**src/rtl/regfile_wb_arbiter_pkg.sv**
```systemverilog
// Shared types for the register-file writeback arbiter: request struct macro,
// grant-reason enum and a safe clog2 helper.
`define REGFILE_WB_REQ_S(width_p, addr_width_lp) \
  typedef struct packed { \
    logic [addr_width_lp-1:0] addr; \
    logic [width_p-1:0]       data; \
  } wb_req_s

package regfile_wb_arbiter_pkg;

  typedef enum logic [1:0] {
    e_grant_none,
    e_grant_pri,
    e_grant_rr,
    e_grant_starve
  } grant_reason_e;

  // clog2 that never returns 0, so single-entry ranges still get a 1-bit index
  function automatic int safe_clog2(input int x);
    return (x <= 1) ? 1 : $clog2(x);
  endfunction

endpackage

```
**src/rtl/regfile_wb_rr_picker.sv**
```systemverilog
// Combinational round-robin first-valid search over requesters 1..num_req_p-1,
// starting at ptr_i and wrapping within that group.
module regfile_wb_rr_picker
  import regfile_wb_arbiter_pkg::*;
#(
  parameter int num_req_p = 3,
  localparam int idx_width_lp = safe_clog2(num_req_p)
) (
  input  logic [num_req_p-1:1]    v_i,
  input  logic [idx_width_lp-1:0] ptr_i,
  output logic                    v_o,
  output logic [num_req_p-1:0]    grant_oh_o,
  output logic [idx_width_lp-1:0] idx_o
);

  localparam int num_rr_lp = num_req_p - 1;

  always_comb begin
    int base;
    int cand;
    v_o        = 1'b0;
    grant_oh_o = '0;
    idx_o      = '0;
    base       = (int'(ptr_i) >= 1 && int'(ptr_i) <= num_rr_lp) ? int'(ptr_i) : 1;
    cand       = base;
    // Scan farthest offset first so the candidate nearest the pointer wins last
    for (int off = num_rr_lp - 1; off >= 0; off--) begin
      cand = base + off;
      if (cand > num_rr_lp) cand = cand - num_rr_lp;
      if (v_i[cand]) begin
        v_o              = 1'b1;
        grant_oh_o       = '0;
        grant_oh_o[cand] = 1'b1;
        idx_o            = idx_width_lp'(cand);
      end
    end
  end

endmodule

```
**src/rtl/regfile_wb_arbiter.sv**
```systemverilog
// Register-file write-port arbiter: requester 0 has fixed priority, the rest are
// round-robin with a starvation guard. Optional stats/assertions: REGFILE_WB_ARBITER_STATS_EN.
module regfile_wb_arbiter
  import regfile_wb_arbiter_pkg::*;
#(
  parameter int width_p           = 32,
  parameter int els_p             = 32,
  parameter int num_req_p         = 3,
  parameter int starve_limit_p    = 8,
  parameter int x0_tied_to_zero_p = 1,
  localparam int addr_width_lp    = safe_clog2(els_p)
) (
  input  logic                                    clk_i,
  input  logic                                    reset_i,
  input  logic [num_req_p-1:0]                    req_v_i,
  input  logic [num_req_p-1:0][addr_width_lp-1:0] req_addr_i,
  input  logic [num_req_p-1:0][width_p-1:0]       req_data_i,
  output logic [num_req_p-1:0]                    req_yumi_o,
  output logic                                    w_v_o,
  output logic [addr_width_lp-1:0]                w_addr_o,
  output logic [width_p-1:0]                      w_data_o
);

  localparam int idx_width_lp = safe_clog2(num_req_p);
  localparam int cnt_width_lp = $clog2(starve_limit_p + 1);
  localparam logic [cnt_width_lp-1:0] starve_limit_lp = cnt_width_lp'(starve_limit_p);

  `REGFILE_WB_REQ_S(width_p, addr_width_lp);

  wb_req_s [num_req_p-1:0] req_li;
  wb_req_s                 granted;
  wb_req_s                 w_req_d, w_req_q;
  logic                    w_v_d, w_v_q;

  logic [idx_width_lp-1:0] rr_ptr_d, rr_ptr_q;
  logic [cnt_width_lp-1:0] starve_cnt_d, starve_cnt_q;

  logic                    rr_v;
  logic [num_req_p-1:0]    rr_oh;
  logic [idx_width_lp-1:0] rr_idx;
  logic [idx_width_lp-1:0] grant_idx;
  logic                    grant_any;
  logic                    grant_rr;
  grant_reason_e           reason;

  always_comb begin
    for (int i = 0; i < num_req_p; i++) begin
      req_li[i].addr = req_addr_i[i];
      req_li[i].data = req_data_i[i];
    end
  end

  regfile_wb_rr_picker #(
    .num_req_p(num_req_p)
  ) picker (
    .v_i       (req_v_i[num_req_p-1:1]),
    .ptr_i     (rr_ptr_q),
    .v_o       (rr_v),
    .grant_oh_o(rr_oh),
    .idx_o     (rr_idx)
  );

  // Nothing is consumed while in reset so pending requests survive it
  always_comb begin
    reason = e_grant_none;
    if (starve_cnt_q == starve_limit_lp && rr_v) reason = e_grant_starve;
    else if (req_v_i[0])                         reason = e_grant_pri;
    else if (rr_v)                               reason = e_grant_rr;
    if (reset_i) reason = e_grant_none;
  end

  assign grant_any = (reason != e_grant_none);
  assign grant_rr  = (reason == e_grant_rr) || (reason == e_grant_starve);
  assign grant_idx = grant_rr ? rr_idx : '0;
  assign granted   = req_li[grant_idx];

  always_comb begin
    req_yumi_o = '0;
    if (grant_rr)                   req_yumi_o = rr_oh;
    else if (reason == e_grant_pri) req_yumi_o = num_req_p'(1);
  end

  always_comb begin
    starve_cnt_d = starve_cnt_q;
    rr_ptr_d     = rr_ptr_q;
    if (grant_rr) begin
      starve_cnt_d = '0;
      rr_ptr_d     = (rr_idx == idx_width_lp'(num_req_p - 1)) ? idx_width_lp'(1)
                                                              : rr_idx + idx_width_lp'(1);
    end else if (reason == e_grant_pri && rr_v && starve_cnt_q != starve_limit_lp) begin
      starve_cnt_d = starve_cnt_q + cnt_width_lp'(1);
    end
  end

  // Writes to x0 are consumed and advance arbitration state but never reach the port
  always_comb begin
    w_v_d   = grant_any && !((x0_tied_to_zero_p != 0) && (granted.addr == '0));
    w_req_d = grant_any ? granted : w_req_q;
  end

  always_ff @(posedge clk_i) begin
    if (reset_i) begin
      rr_ptr_q     <= idx_width_lp'(1);
      starve_cnt_q <= '0;
      w_v_q        <= 1'b0;
      w_req_q      <= '0;
    end else begin
      rr_ptr_q     <= rr_ptr_d;
      starve_cnt_q <= starve_cnt_d;
      w_v_q        <= w_v_d;
      w_req_q      <= w_req_d;
    end
  end

  assign w_v_o    = w_v_q;
  assign w_addr_o = w_req_q.addr;
  assign w_data_o = w_req_q.data;

`ifdef REGFILE_WB_ARBITER_STATS_EN
  logic [31:0] grant_cnt_d [num_req_p];
  logic [31:0] grant_cnt_q [num_req_p];
  logic [31:0] starve_grant_cnt_d, starve_grant_cnt_q;
  logic [31:0] x0_drop_cnt_d, x0_drop_cnt_q;

  always_comb begin
    for (int i = 0; i < num_req_p; i++)
      grant_cnt_d[i] = grant_cnt_q[i] + (req_yumi_o[i] ? 32'd1 : 32'd0);
    starve_grant_cnt_d = starve_grant_cnt_q + ((reason == e_grant_starve) ? 32'd1 : 32'd0);
    x0_drop_cnt_d      = x0_drop_cnt_q + ((grant_any && !w_v_d) ? 32'd1 : 32'd0);
  end

  always_ff @(posedge clk_i) begin
    if (reset_i) begin
      for (int i = 0; i < num_req_p; i++) grant_cnt_q[i] <= '0;
      starve_grant_cnt_q <= '0;
      x0_drop_cnt_q      <= '0;
    end else begin
      for (int i = 0; i < num_req_p; i++) grant_cnt_q[i] <= grant_cnt_d[i];
      starve_grant_cnt_q <= starve_grant_cnt_d;
      x0_drop_cnt_q      <= x0_drop_cnt_d;
    end
  end

  final begin
    for (int i = 0; i < num_req_p; i++)
      $display("regfile_wb_arbiter: requester %0d grants %0d", i, grant_cnt_q[i]);
    $display("regfile_wb_arbiter: starvation grants %0d, x0 drops %0d",
             starve_grant_cnt_q, x0_drop_cnt_q);
  end

  a_yumi_onehot: assert property (@(posedge clk_i) $onehot0(req_yumi_o));
  a_yumi_valid:  assert property (@(posedge clk_i) (req_yumi_o & ~req_v_i) == '0);
  for (genvar i = 0; i < num_req_p; i++) begin : g_hold
    a_req_hold: assert property (@(posedge clk_i) disable iff (reset_i)
                                 (req_v_i[i] && !req_yumi_o[i]) |=> req_v_i[i]);
  end
`endif

endmodule

```
**config.mk**
```make
export PLATFORM = sky130hd
export DESIGN_NAME = regfile_wb_arbiter
export DESIGN_NICKNAME = d
export VERILOG_FILES = /design/src/rtl/regfile_wb_arbiter_pkg.sv /design/src/rtl/regfile_wb_rr_picker.sv /design/src/rtl/regfile_wb_arbiter.sv
export SDC_FILE = /design/constraint.sdc
export NUM_CORES = 1
export LEC_CHECK = 0
export ABC_AREA = 1
export CAP_MARGIN = 20
export CORE_AREA = 2 2 93 73
export DETAILED_ROUTE_END_ITERATION = 10
export DIE_AREA = 0 0 95 75
export PLACE_DENSITY = 0.85
export SLEW_MARGIN = 30
export SYNTH_ARGS = -nofsm -noshare
export SYNTH_HDL_FRONTEND = slang
export SYNTH_SLANG_ARGS = --single-unit
```
**constraint.sdc**
```tcl
create_clock -name clk_i -period 2.35 [get_ports clk_i]
set_input_delay 0.3525 -clock clk_i [delete_from_list [all_inputs] [get_ports clk_i]]
set_output_delay 0.3525 -clock clk_i [all_outputs]
set_load 0.03 [all_outputs]
```
==> qor.csv <==
metric,value,unit
status,"finished, final reports clean",
routed wire length,8600,microns
PostCTS Resize Cnt,0,
RSZ-0062 raised after global routing,no,
"Avg Cell Area, Syn",7.48,sq um
H-tree depth,2,
Placeable Area,0.00616,sq mm
HPWL Detailed,6590,microns
Tightest Hold Check Type,flip-flop to flip-flop,
Via Count,2892,
max-slew violations,0,
GRT met1 Usage,26.4,%
# diodes,0,
routed length per placed instance,15.7,microns
overall die width,95,microns
first-pass GRT wire length,13000,microns
"Clk Latency, worst-skew pair",0.29,ns
clock-pin slew on the worst setup and hold paths,0.08,ns
Post-Place Cell Area,0.00399,sq mm
IO Count,157,
Initial Util,38.3,%
Inserted Clock Buffers,5,
global route total overflow,0,
crit path kind,flip-flop to primary output,
IO buf count,156,
Multi-input gate area,0.00127,sq mm
CP Launch Type,flip-flop,
Die H,75,microns
critical path required time,2.00,ns
M3 GR Usage,5.01,%
CTS tree,built,
post-synthesis async set-or-reset flop share,0,%
top post-synthesis cells by count,"a21oi_1, o21ai_0, dfxtp_1",
Slew @ Worst Pin,0.474,ns
die area,0.00713,sq mm
PwrDens,474,mW/mm^2
Final Setup Violations,0,
initial antenna violation count,0,
post-route cell area,0.00406,sq mm
vias in the first global route,2793,
"FF+latch count, synth",44,
Achievable Freq,460,MHz
final number of hold-violating endpoints,0,
top-area cell type share of the netlist area,37.4,%
max_slew headroom,68.4,%
GP Congestion,0.825,
global routing's busiest layer,met2,
DR pass1 iterations,4,
sequential-to-total area share from yosys stat,37.4,%
"top cells by area, synth","dfxtp_1, a21oi_1, o21ai_0, o211ai_1, or2_0",
largest net degree at the start of global routing,40,
fraction of layout cells with a size suffix above 1,9.89,%
Synth Warn #,0,
Post-CTS Setup Bufs,0,
fillers,545,
Post-synth EDFFs,0,
cell count after synthesis,315,
crit path DAT,1.82,ns
area grow syn2layout,72.2,%
Yosys top cell by area,dfxtp_1,
most frequent cell after synthesis,a21oi_1,
Rows,25,
CTS Hold Bufs,0,
Synth cell types,25,
skew final,0.00645,ns
CTS root buf,clkbuf_8,
drt via density,5.30,
setup_tns,0,ns
Final Cycle Share,92.5,%
Global Route Usage Sum,23.3,%
"Top FF cell, synth",dfxtp_1,
post-synthesis cell area,0.00236,sq mm
Final min period,2.17,ns
P_leak,1.54,nW
clock sinks,44,
DR iter-0 viols,79,
CP max FO,25,
VDD IR max,0.234,mV
Max-Cap Viols,0,
register area,881,sq um
DRT antenna net count,0,
Final #Nets,585,
met2 usage,45.6,%
worst-case clock buffer depth,2,
Synth Net Count,433,
drt drc,0,
Critical Path Sink Type,primary output,
layout make-up:
type	instances	area share (%)
clock buffers	5	1.69
inverters	19	1.85
multi-input cells	228	31.3
well taps	81	2.50
flip-flops and latches	44	21.7
repair buffers	169	41.0
power breakdown:
part	internal, mW	switching (mW)	leakage [nW]
logic	0.348	0.316	1.14
registers	0.805	0.0300	0.365
clock network	0.192	0.236	0.0359
worst max-delay path, stage by stage (launching register included):
cell,delay (ns)
dfxtp_1,0.39
inv_1,0.08
ha_1,0.22
nand3_2,0.12
nand2_1,0.10
nand3_2,0.10
buf_4,0.25
inv_4,0.10
buf_4,0.18
layout by cell type, fill, tap and decap left out:
master             n
clkinv_2           1
o211ai_1          31
o21ai_0           47
buf_4             15
o211a_1            1
a21oi_1           74
nor2_1             7
inv_2              2
clkbuf_8           5
buf_12             1
o21ai_1            1
or2_1              1
nand2_2            3
nand3_2            2
or2_0             16
inv_4              1
dfxtp_1           44
inv_1             15
or2_2             14
ha_1               2
nand2_1           23
nand4_1            1
nand3_1            3
a21oi_4            1
o21ai_2            1
clkdlybuf4s50_1  153
metrics by stage:
step	util, %	cells	power [mW]	setup slack, ns	hold slack (ns)
3_3_place_gp	64.8	541	1.50	0.242	0.461
2_1_floorplan	-	315	1.15	0.707	0.435
3_5_place_dp	64.8	541	1.51	0.165	0.466
5_1_grt	65.9	546	2.01	0.0272	0.522
6_report	65.9	546	1.93	0.177	0.479
4_1_cts	65.9	546	1.94	0.175	0.482
worst paths after layout:
path,startpoint,slack (ns),to,cells after the start
hold reg to reg,rr_ptr_q[1],0.48,rr_ptr_q[1],2
hold / removal,rr_ptr_q[1],0.48,rr_ptr_q[1],2
setup / recovery,starve_cnt_q[0],0.18,req_yumi_o[1],8
setup reg to reg,starve_cnt_q[0],0.41,w_data_o[31],10
layer usage:
layer	wire, microns	share of wire, %
met1	3420	40
met2	4370	51
met3	765	8.9
met4	41	0.48
met5	0	0
flip-flops by register name, indices dropped and copies added (netlist names):
register / count
rr_ptr_q: 2
w_addr_o: 5
starve_cnt_q: 4
w_v_o: 1
w_data_o: 32
logic make-up after synthesis:
group                      count (synthesis)  share of synthesized area [%]
and+or+nand+nor                           70                           15.6
adders and majority gates                  2                           1.06
DFF                                       44                           37.4
AOI/OAI and AO/OA                        156                           37.3
buffers and inverters                     43                           8.76
Note: power is estimated with default switching activity, not from simulation.
